--- config.mk ---
export PLATFORM = sky130hd
export DESIGN_NAME = div_hilo_ctrl
export DESIGN_NICKNAME = d
export VERILOG_FILES = /design/src/rtl/cpu_defs_pkg.sv /design/src/rtl/div_hilo_ctrl.sv
export SDC_FILE = /design/constraint.sdc
export NUM_CORES = 1
export LEC_CHECK = 0
export CAP_MARGIN = 30
export CORE_AREA = 2 2 125 127
export CTS_BUF_LIST = sky130_fd_sc_hd__clkbuf_8 sky130_fd_sc_hd__clkbuf_16
export CTS_CLUSTER_DIAMETER = 40
export CTS_CLUSTER_SIZE = 14
export DETAILED_ROUTE_END_ITERATION = 10
export DIE_AREA = 0 0 127 129
export GPL_TIMING_DRIVEN = 1
export MAX_ROUTING_LAYER = met4
export PLACE_DENSITY = 0.88
export SETUP_SLACK_MARGIN = 0.5
export SYNTH_ARGS = -nofsm -noshare
export SYNTH_HDL_FRONTEND = slang
export SYNTH_SLANG_ARGS = --single-unit
--- constraint.sdc ---
create_clock -name clk -period 3.59 [get_ports clk]
set_input_delay 0.718 -clock clk [delete_from_list [all_inputs] [get_ports clk]]
set_output_delay 0.718 -clock clk [all_outputs]
set_load 0.03 [all_outputs]
--- src/rtl/cpu_defs_pkg.sv ---
// Shared CPU definitions for the EX-stage divider sequencer.
// Contains the operand width, the divider latency and the FSM state encoding.
package cpu_defs;

  localparam int W          = 32;
  localparam int DIV_CYCLES = 34;
  localparam int CNT_W      = 6;

  typedef enum logic [1:0] {
    IDLE  = 2'd0,
    RUN   = 2'd1,
    DONE  = 2'd2,
    DRAIN = 2'd3
  } div_state_t;

endpackage

--- src/rtl/div_hilo_ctrl.sv ---
// EX-stage sequencer for the iterative divider: latches operands, drives the
// divider start window, stalls the pipeline and owns the HI/LO registers.
//
//  state | meaning
//  IDLE  | no divide in flight; accepts DIV/DIVU or MTHI/MTLO
//  RUN   | divider enabled, pipeline stalled, result will retire
//  DONE  | one-cycle retire; HI/LO written unless flushed
//  DRAIN | flushed divide still in flight; result is discarded
import cpu_defs::*;

module div_hilo_ctrl (
  input  logic           clk,
  input  logic           reset,
  input  logic           ex_div_req,
  input  logic           ex_div_sign,
  input  logic [W-1:0]   ex_rs,
  input  logic [W-1:0]   ex_rt,
  input  logic           ex_flush,
  input  logic           ex_mthi,
  input  logic           ex_mtlo,
  input  logic [W-1:0]   ex_wdata,
  output logic           div_start,
  output logic           div_op,
  output logic [W-1:0]   div_dividend,
  output logic [W-1:0]   div_divisor,
  input  logic [2*W-1:0] div_result,
  input  logic           div_end,
  output logic           stall_req,
  output logic           busy,
  output logic [W-1:0]   hi_out,
  output logic [W-1:0]   lo_out
);

  localparam logic [CNT_W-1:0] CNT_LAST = CNT_W'(DIV_CYCLES);

  div_state_t       state;
  logic [CNT_W-1:0] cnt;
  logic             cnt_last;

  assign cnt_last = (cnt == CNT_LAST);

  // Stall is combinational so the accepting IDLE cycle already freezes IF..EX.
  always_comb begin
    stall_req = 1'b0;
    if (reset) begin
      unique case (state)
        IDLE:    stall_req = ex_div_req && !ex_flush;
        RUN:     stall_req = 1'b1;
        DONE:    stall_req = 1'b0;
        DRAIN:   stall_req = ex_div_req;
        default: stall_req = 1'b0;
      endcase
    end
  end

  always_ff @(posedge clk) begin
    if (!reset) begin
      state        <= IDLE;
      cnt          <= '0;
      div_start    <= 1'b0;
      div_op       <= 1'b0;
      div_dividend <= '0;
      div_divisor  <= '0;
      busy         <= 1'b0;
      hi_out       <= '0;
      lo_out       <= '0;
    end else begin
      unique case (state)
        IDLE: begin
          if (ex_div_req && !ex_flush) begin
            div_dividend <= ex_rs;
            div_divisor  <= ex_rt;
            div_op       <= ex_div_sign;
            cnt          <= '0;
            div_start    <= 1'b1;
            busy         <= 1'b1;
            state        <= RUN;
          end else if (!ex_div_req && !ex_flush) begin
            if (ex_mthi) hi_out <= ex_wdata;
            if (ex_mtlo) lo_out <= ex_wdata;
          end
        end
        RUN: begin
          if (!cnt_last) cnt <= cnt + 1'b1;
          if (cnt_last) begin
            div_start <= 1'b0;
            // A flush on the final run cycle has nothing left to drain.
            if (ex_flush) begin
              busy  <= 1'b0;
              state <= IDLE;
            end else begin
              state <= DONE;
            end
          end else if (ex_flush) begin
            state <= DRAIN;
          end
        end
        DONE: begin
          if (!ex_flush) begin
            hi_out <= div_result[2*W-1:W];
            lo_out <= div_result[W-1:0];
          end
          busy  <= 1'b0;
          state <= IDLE;
        end
        DRAIN: begin
          if (!cnt_last) cnt <= cnt + 1'b1;
          if (cnt_last) begin
            div_start <= 1'b0;
            busy      <= 1'b0;
            state     <= IDLE;
          end
        end
        default: begin
          div_start <= 1'b0;
          busy      <= 1'b0;
          state     <= IDLE;
        end
      endcase
    end
  end

  // The divider must have finished by the time the result retires.
  always_ff @(posedge clk) begin
    if (reset && state == DONE) assert (div_end);
  end

endmodule
* Yosys cells after proc, flatten, opt, wreduce, memory -nomap -nowiden
Index checks and enable logic that the tools add are counted.
** Storage, ports and cells
- Register bits :: 139
- Bits of input ports :: 168
- Output and inout port bits :: 132
- Word-level logic and storage cells :: 68
** Operators by class
- Add/sub/neg operators :: 1
- Equal/unequal tests :: 16
- Mux-type cells :: 27
- Reductions and logical operators :: 15
** Operators by type and width (number)
- 32-bit two-way mux :: 8
- 32-bit one-hot mux with 2 select lines :: 2
- 2-bit != test (second input constant) :: 10
- 6-bit two-way mux :: 2
- 6-bit one-hot mux with 2 select lines :: 1
- 2-bit two-way mux :: 5
- 5-bit AND reduction :: 2
- 3-bit AND reduction :: 3
- 1-bit one-hot mux with 4 select lines :: 2
- 2-bit one-hot mux with 4 select lines :: 1
- 6-bit by 1-bit adder with 6-bit output (second input constant) :: 1
- 6-bit == test (second input constant) :: 1
- 1-bit two-way mux :: 5
- 2-bit == test (second input constant) :: 2
- 4-bit AND reduction :: 1
- 2-bit nonzero test :: 2
- 3-bit != test (second input constant) :: 1
- 2-bit by 1-bit == test with 1-bit output (second input constant) :: 1
- 1-bit logical AND :: 2
- 1-bit zero test :: 2
- 2-bit zero test :: 1
- 2-bit by 1-bit != test with 1-bit output (second input constant) :: 1
- 1-bit one-hot mux with 2 select lines :: 1
- 2-bit AND reduction :: 1
- 2-bit OR reduction :: 1

* Longest topological paths before layout
Gate-level depths: netlist of run 1.
- Depth in word-level cells :: 5
- Depth in mapped cells :: 6
- Depth with buffers taken out :: 5

* Least setup slack after synthesis of run 1
No wires, ideal clock.
- Path type :: input to output
- From :: input reset
- To :: output stall_req
- Data arrival time :: 1.867 ns
- Data required time :: 2.872 ns
- Path slack :: 1.005 ns
- Stages :: 5
- Path buffers :: 3
- Cells stage by stage :: buf_2 clkinv_1 buf_2 buf_1 a21oi_1
** On the way
- Cells in the longest elaborated chain, start to end :: 1
** RTL lines
- start: declaration :: line div_hilo_ctrl.sv:13 : input logic reset,
- 1-bit two-way mux :: line div_hilo_ctrl.sv:45 : if (reset) begin
- end: declaration :: line div_hilo_ctrl.sv:28 : output logic stall_req,
No other way between the ends.

* Final worst setup path of run 1
- From :: input ex_div_req
- To :: output stall_req
** On the way
- Cells in the longest elaborated chain, start to end :: 3
** RTL lines
- start: declaration :: line div_hilo_ctrl.sv:14 : input logic ex_div_req,
- 1-bit logical AND :: line div_hilo_ctrl.sv:47 : IDLE: stall_req = ex_div_req && !ex_flush;
- 1-bit one-hot mux with 4 select lines (*) :: line div_hilo_ctrl.sv:46 : unique case (state)
- 1-bit two-way mux (*) :: line div_hilo_ctrl.sv:45
Mark *: on every way between the ends. The rest lies on a longest branch, timed or not.

==> impl_metrics.env, run 1 <==
export IMPL_outcome="finished clean"
export IMPL_cts_root_buffer="clkbuf_16"
export IMPL_drc=0
export IMPL_h_tree_depth=4
export IMPL_cts_path_max_buffers=2
export IMPL_hold_path_class="reg -> reg"
export IMPL_cp_max_fo=7
export IMPL_ys_async_sr_fraction=0
export IMPL_nNetsFinal=1071
export IMPL_worstSetupStartpoint="ex_div_req"
export IMPL_grt_max_degree=132
export IMPL_port_buffers=298
export IMPL_io_pin_count=300
export IMPL_synth_edff_count=0
export IMPL_r2r_start="state[0]"
export IMPL_fillers=1217
export IMPL_criticalPathCategory="in -> out"
export IMPL_setup_viol=0
export IMPL_max_freq_mhz=367
export IMPL_clkLatencyLatePin_ps=410
export IMPL_syn_to_final_growth_pct=62.2
export IMPL_yosysTopAreaCell="dfxtp_1"
export IMPL_post_cts_buffers=0
export IMPL_synth_ff_type="dfxtp_1"
export IMPL_synth_area_top_cells="dfxtp_1, a211oi_2, mux2i_1"
export IMPL_wl_mm=17.2
export IMPL_tritoncts="built"
export IMPL_dr_pass1_iters=4
export IMPL_cp_required_ps=2870
export IMPL_cp_end_kind="output pin"
export IMPL_seqCellArea_um2=2780
export IMPL_dieArea_um2=16400
export IMPL_cpPeakStageDelay_ps=590
export IMPL_slowest_stage="clkdlybuf4s50_1"
export IMPL_syn_cell_area_um2=5860
export IMPL_grt_pass1_vias=5284
export IMPL_tightest_slew_ps=773
export IMPL_min_from="div_dividend[13]"
export IMPL_grt_overflow_total=0
export IMPL_slew_violations=0
export IMPL_path_clk_slew_ps=60
export IMPL_core_area_um2=15000
export IMPL_grt_pass1_wl_mm=26.6
export IMPL_vdd_ir_drop_max_uv=337
export IMPL_yosysMostFrequentCell="dfxtp_1"
export IMPL_ys_seq_elements=139
export IMPL_ctsResizeCount=0
export IMPL_critPathTopFamily="buffers and inverters"
export IMPL_critPathBufInv=2
export IMPL_place_congestion=0.748
export IMPL_dpl_worst_slack_ps=868
export IMPL_max_slew_margin=0.485
export IMPL_ctsHoldBuffers=0
export IMPL_cts_buffers_inserted=17
export IMPL_antenna_found_initial=0
export IMPL_leakage_nw=3.20
export IMPL_rows=45
export IMPL_dr_total_vias=5412
export IMPL_yosysSeqAreaShare=0.475
export IMPL_clock_skew_ps=8.00
export IMPL_initial_core_util=0.391
export IMPL_multiInputGateArea_um2=2810
export IMPL_die_width_um=127
export IMPL_wl_per_cell_um=15.6
export IMPL_path_cells="clkdlybuf4s50_1 -> nor2b_1 -> o21ai_0 -> a21oi_1 -> buf_12"
export IMPL_hold_viol=0
export IMPL_synth_area_per_cell_um2=9.36
export IMPL_drive_gt1_frac=0.116
export IMPL_cap_violations=0
export IMPL_rsz0062_at_grt="no"
export IMPL_ant_nets=0
export IMPL_synth_distinct_cells=31
export IMPL_grt_usage=0.213
export IMPL_yosysWarnings=0
export IMPL_clkSinkCount=139
export IMPL_fin_crit_sh=0.759
export IMPL_yosysTopAreaCellShare=0.475
export IMPL_via_per_inst=4.91
export IMPL_crit_arrival_ps=2010
export IMPL_diodes=0
export IMPL_finalCriticalPeriod_ps=2730
export IMPL_synthTopCellsByCount="dfxtp_1, nand2_1, nor2_1"
export IMPL_power_density_nw_per_um2=437
export IMPL_cp_start_kind="input pin"
export IMPL_synthCells=626
export IMPL_die_h_um=129
export IMPL_synth_nets=796
export IMPL_first_iter_violations=227
export IMPL_setup_tns_ps=0
export IMPL_fin_ws_ps=865
export IMPL_rrSetupSlack_ps=1510
export IMPL_hpwlAfterDp_mm=12.1
==> state kept, by name, summed over array words and instances, names as in the netlist <==
register,flops
div_op,1
div_dividend,32
hi_out,32
state,2
div_divisor,32
cnt,6
lo_out,32
busy,1
div_start,1
==> layout make-up <==
cell class	instances	area share
clock inverter	12	0.00935
timing repair buffer	304	0.326
sequential	139	0.293
multi-input combinational	436	0.296
tap	188	0.0248
inverter	3	0.00171
clock buffer	20	0.0491
==> layer usage <==
metal / global-route usage / vias to the layer above / part of all wire
li1: - / 2690 / -
met1: 0.241 / 2492 / 0.41
met2: 0.353 / 209 / 0.48
met3: 0.0753 / 21 / 0.091
met4: 0.0711 / 0 / 0.017
met5: - / - / 0
==> layout by cell type, fill, tap and decap left out, drive strengths merged, types with 2 or more instances in the layout <==
cell type      count
clkinvlp           3
dfxtp            139
nand3              3
o21ai              2
clkbuf            20
mux2i             66
clkinv             4
nand4              2
nand2b             4
nand2            138
inv                8
and3               2
clkdlybuf4s50    297
xnor2              2
xor2               2
a21oi             71
a211oi            64
buf                7
nor2              72
ha                 2
==> path summary, 6_finish.rpt <==
check	endpoint	cells after the start
hold / removal	div_dividend[13]	2
setup reg to reg	div_divisor[9]	5
setup / recovery	stall_req	5
hold reg to reg	div_dividend[13]	2
==> tightest hold or removal path, cell delays in order (launching register included) <==
cell and delay [ps]:
dfxtp_1 300, nand2_1 50, a21oi_1 50
==> per-stage QoR <==
stage               utilization  instance area [um2]  instances  power [mW]  hold WS [ps]
floorplan                     -                 5860        626        2.14           471
global placement          0.597                 8950       1070        2.54           440
detailed placement        0.597                 8950       1070        2.55           446
CTS                       0.635                 9500       1102        4.20           454
global route              0.635                 9500       1102        4.33           476
finish                    0.635                 9500       1102        4.15           453
==> kinds of logic after synthesis <==
kind of cell | Yosys count | synth area share
AND/OR/NAND/NOR | 225 | 0.154
AO/OA/AOI/OAI | 139 | 0.202
flip-flops | 139 | 0.475
multiplexers | 66 | 0.113
buffers and inverters | 51 | 0.0459
XOR/XNOR | 4 | 0.00598
adder cells (fa/ha/maj) | 2 | 0.00427
==> where the power goes <==
group	total, mW	internal, mW	switching (mW)
Clock	1.64	0.944	0.693
Sequential	1.67	1.63	0.0456
Combinational	0.841	0.407	0.433
No activity file was read; power rests on OpenSTA's default activity.
==> run 2, diff against run 1 <==
- clock period: 3.59 -> 2.75 ns (I/O delays scaled with it)
==> run 2 against run 1 <==
  * First-iteration DRC count grew 13%
  * Sequential power grew 31%
  * Critical path depth is the same
==> impl_metrics.env, run 2 (synthesis results as in run 1) <==
export IMPL_outcome="finished clean"
export IMPL_first_iter_violations=257
export IMPL_wl_per_cell_um=15.7
export IMPL_grt_overflow_total=0
export IMPL_cap_violations=0
export IMPL_port_buffers=298
export IMPL_cp_max_fo=5
export IMPL_die_h_um=129
export IMPL_vdd_ir_drop_max_uv=373
export IMPL_io_pin_count=300
export IMPL_crit_arrival_ps=1620
export IMPL_drc=0
export IMPL_cp_start_kind="input pin"
export IMPL_via_per_inst=4.95
export IMPL_max_freq_mhz=461
export IMPL_tightest_slew_ps=846
export IMPL_cts_buffers_inserted=17
export IMPL_finalCriticalPeriod_ps=2170
export IMPL_dr_total_vias=5470
export IMPL_slew_violations=0
export IMPL_cts_path_max_buffers=2
export IMPL_post_cts_buffers=0
export IMPL_dieArea_um2=16400
export IMPL_wl_mm=17.4
export IMPL_rows=45
export IMPL_initial_core_util=0.391
export IMPL_hpwlAfterDp_mm=12.3
export IMPL_power_density_nw_per_um2=590
export IMPL_core_area_um2=15000
export IMPL_clkLatencyLatePin_ps=410
export IMPL_cp_required_ps=2200
export IMPL_power_frac_comb=0.196
export IMPL_drive_gt1_frac=0.121
export IMPL_leakage_nw=3.25
export IMPL_ant_nets=0
export IMPL_cts_root_buffer="clkbuf_16"
export IMPL_grt_usage=0.215
export IMPL_grt_max_degree=132
export IMPL_h_tree_depth=4
export IMPL_dr_pass1_iters=5
export IMPL_grt_pass1_vias=5386
export IMPL_fin_crit_sh=0.788
export IMPL_antenna_found_initial=1
export IMPL_r2r_cells=5
export IMPL_die_width_um=127
export IMPL_setup_tns_ps=0
export IMPL_layout_commonest_cell="clkdlybuf4s50_1"
export IMPL_criticalPathCategory="in -> out"
export IMPL_clkSinkCount=139
export IMPL_nNetsFinal=1074
export IMPL_cp_end_kind="output pin"
export IMPL_p_switching_mw=1.53
export IMPL_layout_common_cells="clkdlybuf4s50_1, nand2_1, dfxtp_1"
export IMPL_min_from="div_divisor[9]"
export IMPL_path_clk_slew_ps=60
export IMPL_p_seq_frac=0.385
export IMPL_place_congestion=0.779
export IMPL_setup_viol=0
export IMPL_clock_skew_ps=10.7
export IMPL_rsz0062_at_grt="no"
export IMPL_p_clk_frac=0.419
export IMPL_r2r_start="state[1]"
export IMPL_hold_path_class="reg -> reg"
export IMPL_whs_path_depth=2
export IMPL_tritoncts="built"
export IMPL_grt_pass1_wl_mm=26.8
export IMPL_max_slew_margin=0.436
export IMPL_whs_ps=451
export IMPL_hold_viol=0
export IMPL_worstSetupStartpoint="ex_flush"
export IMPL_syn_to_final_growth_pct=64.2
export IMPL_p_int_mw=4.15
export IMPL_sw_frac_of_total=0.269
==> run 2: cell types whose count changed in the layout (fill, tap and decap cells not counted), sizes merged <==
cell	previous run	this run
clkdlybuf4s50	297	296
clkinv	4	5
bufinv	0	3
clkinvlp	3	2
clkbuf	20	19
inv	8	6
diode	0	1
dlygate4sd2	0	1
buf	7	10
==> run 2: worst paths after layout <==
kind / to / slack [ps]
setup reg to reg: lo_out[7] / 1080
hold reg to reg: div_divisor[9] / 450
hold / removal: div_divisor[9] / 450
setup / recovery: stall_req / 580
==> run 2: stage by stage <==
step,power (mW),setup slack [ps],cell area [um2],instances,util
6_report,5.67,582,9620,1106,0.642
5_1_grt,5.91,513,9620,1106,0.642
4_1_cts,5.73,518,9620,1105,0.642
3_5_place_dp,3.34,380,8990,1073,0.601
3_3_place_gp,3.32,385,8990,1073,0.601
2_1_floorplan,2.79,501,5860,626,-
==> run 2: critical path, cell delays in order <==
cell and delay (ps):
clkdlybuf4s50_1 480, nor2b_1 130, o21ai_0 90, a21oi_2 220, buf_12 150
==> run 2: area by class of cell <==
cell class | count | area (um2)
well taps | 188 | 235
multi-input cells | 436 | 2820
repair buffers | 307 | 3150
clock buffers | 19 | 453
inverters | 3 | 16.3
diodes | 1 | 2.50
fillers | 1188 | 5360
flip-flops and latches | 139 | 2780
clock inverters | 13 | 166
==> run 2: timing repair <==
item | in CTS | in global routing
gates resized for setup | 2 | 1
setup endpoints to repair | 1 | 1
hold buffers | 0 | 0
pin swaps | 1 | 1
==> run 2: power by group through the flow <==
stage               clock (mW)  combinational, mW  sequential [mW]
floorplan                    0              0.355             2.44
global placement             0               1.10             2.22
detailed placement           0               1.11             2.23
CTS                       2.43               1.12             2.19
global route              2.53               1.18             2.20
finish                    2.38               1.11             2.19
==> run 2: per-layer routing <==
metal	global-route usage	wire length (um)	part of all wire	vias up
li1	-	-	-	2712
met1	0.239	7030	0.40	2505
met2	0.356	8480	0.49	231
met3	0.0802	1600	0.092	22
met4	0.0750	304	0.017	0
met5	-	0	0	-
==> run 3, diff against run 2 <==
- clock period: 2.75 -> 2.2 ns (I/O delays scaled with it)
==> run 3 against run 2 <==
  * Global-route usage grew 0.83 points
  * Register-to-register slack lost 550 ps
  * Total power grew 24%
  * Sequential power grew 25%
  * Critical path depth shrank 1
  * Non-clock buffer count grew 10
  * Utilization shrank 0.23 points
  * Largest cell class unchanged
  * Final cell count grew 0.81%
  * Clock skew shrank 1.1 ps
  * Die area is the same
  * First-iteration DRC count shrank 9.3%
  * Critical endpoint unchanged
  * Sequential share of layout area grew 0.14 points
  * Critical path type is now reg -> out
==> impl_metrics.env, run 3 (synthesis results as in run 1) <==
export IMPL_cp_max_fo=6
export IMPL_p_seq_frac=0.387
export IMPL_multiInputGateArea_um2=2840
export IMPL_slew_violations=0
export IMPL_sw_frac_of_total=0.267
export IMPL_rsz0062_at_grt="yes"
export IMPL_r2r_cells=6
export IMPL_clock_skew_ps=9.57
export IMPL_path_clk_slew_ps=60
export IMPL_clkSinkCount=139
export IMPL_tritoncts="built"
export IMPL_dr_total_vias=5577
export IMPL_initial_core_util=0.391
export IMPL_setup_tns_ps=0
export IMPL_hold_path_class="reg -> reg"
export IMPL_wl_per_cell_um=16.6
export IMPL_crit_arrival_ps=1250
export IMPL_place_congestion=0.804
export IMPL_ant_nets=0
export IMPL_fillers=1230
export IMPL_p_clk_frac=0.424
export IMPL_whs_ps=449
export IMPL_port_buffers=298
export IMPL_fin_ws_ps=513
export IMPL_core_area_um2=15000
export IMPL_leakage_nw=3.90
export IMPL_cp_required_ps=1760
export IMPL_cp_start_kind="register"
export IMPL_die_h_um=129
export IMPL_layout_commonest_cell="clkdlybuf4s50_1"
export IMPL_reg2reg_to="div_divisor[25]"
export IMPL_setup_viol=0
export IMPL_stdcell_count=1115
export IMPL_max_slew_margin=0.718
export IMPL_syn_to_final_growth_pct=63.6
export IMPL_ctsHoldBuffers=0
export IMPL_power_frac_comb=0.189
export IMPL_r2r_start="state[0]"
export IMPL_criticalPathCategory="reg -> out"
export IMPL_dr_pass1_iters=7
export IMPL_wl_mm=18.5
export IMPL_cap_violations=0
export IMPL_cts_root_buffer="clkbuf_16"
export IMPL_power_density_nw_per_um2=736
export IMPL_h_tree_depth=4
export IMPL_min_from="div_dividend[25]"
export IMPL_stdcell_area_um2=9590
export IMPL_grt_max_degree=71
export IMPL_die_width_um=127
export IMPL_cts_buffers_inserted=17
export IMPL_rrSetupSlack_ps=530
export IMPL_diodes=0
export IMPL_seqCellArea_um2=2790
export IMPL_layout_common_cells="clkdlybuf4s50_1, nand2_1, dfxtp_1"
export IMPL_io_pin_count=300
export IMPL_grt_pass1_vias=5449
export IMPL_antenna_found_initial=0
export IMPL_p_int_mw=5.17
export IMPL_postPlaceCellArea_um2=9080
export IMPL_grt_pass1_wl_mm=27.6
export IMPL_hpwlAfterDp_mm=13.4
export IMPL_vdd_ir_drop_max_uv=560
export IMPL_grt_overflow_total=0
export IMPL_dieArea_um2=16400
export IMPL_via_per_inst=5.00
export IMPL_nNetsFinal=1084
export IMPL_first_iter_violations=233
export IMPL_grt_usage=0.223
export IMPL_final_core_util=0.640
export IMPL_dpl_worst_slack_ps=96.4
export IMPL_whs_path_depth=2
export IMPL_p_switching_mw=1.88
export IMPL_max_freq_mhz=593
export IMPL_dp_cells=1080
export IMPL_hold_viol=0
export IMPL_min_to="div_dividend[25]"
export IMPL_drc=0
export IMPL_finalCriticalPeriod_ps=1690
export IMPL_fin_crit_sh=0.767
export IMPL_tightest_slew_ps=422
export IMPL_rows=45
export IMPL_drive_gt1_frac=0.132
export IMPL_cts_path_max_buffers=2
export IMPL_outcome="finished clean"
export IMPL_cp_end_kind="output pin"
export IMPL_p_total_mw=7.05
export IMPL_clkLatencyLatePin_ps=410
==> run 3: cell types whose count changed in the layout (fill, tap and decap cells not counted), sizes merged <==
cell / previous run / this run
clkdlybuf4s15: 0 / 1
clkinv: 5 / 4
dlygate4sd2: 1 / 131
dlymetal6s2s: 0 / 1
buf: 10 / 20
diode: 1 / 0
bufinv: 3 / 4
inv: 6 / 7
clkdlybuf4s50: 296 / 163
==> run 3: worst max path at each step <==
stage,startpoint,to,slack [ps],cells past startpoint
4_1_cts,state[1],stall_req,310,4
5_1_grt,state[0],div_dividend[0],450,6
3_3_place_gp,ex_flush,stall_req,160,5
6_report,state[1],stall_req,510,4
2_1_floorplan,reset,stall_req,510,5
3_5_place_dp,ex_flush,hi_out[20],100,6
==> run 3: area by class of cell <==
class / instances / share of cell area
clock buffer: 18 / 0.0458
clock inverter: 14 / 0.0189
inverter: 3 / 0.00222
multi-input combinational: 436 / 0.296
sequential: 139 / 0.291
tap: 188 / 0.0245
timing repair buffer: 317 / 0.322
==> run 3: worst max-delay path, stage by stage (launching register included) <==
cell,delay (ps)
dfxtp_2,350
inv_6,110
o21ai_2,80
a21oi_4,160
buf_12,140
==> run 3: per-layer routing <==
| layer | GRT usage | share of wire | up-vias |
|---|---|---|---|
| met2 | 0.381 | 0.49 | 242 |
| li1 | - | - | 2718 |
| met5 | - | 0 | - |
| met1 | 0.241 | 0.39 | 2592 |
| met3 | 0.0807 | 0.094 | 25 |
| met4 | 0.0776 | 0.022 | 0 |
==> run 3: power groups by stage <==
stage	sequential [mW]	combinational (mW)	clock [mW]
after floorplan	3.04	0.447	0
after global placement	2.78	1.40	0
after detailed placement	2.79	1.42	0
after CTS	2.73	1.33	3.05
after global routing	2.74	1.42	3.15
final	2.73	1.33	2.99
==> run 3: repair_timing <==
action                                  4_1_cts  5_1_grt
setup buffers                                 0        3
endpoints found under the setup margin      132        9
hold endpoints to repair                      0        0
resized for setup                           137       10
pin swaps                                     1        1
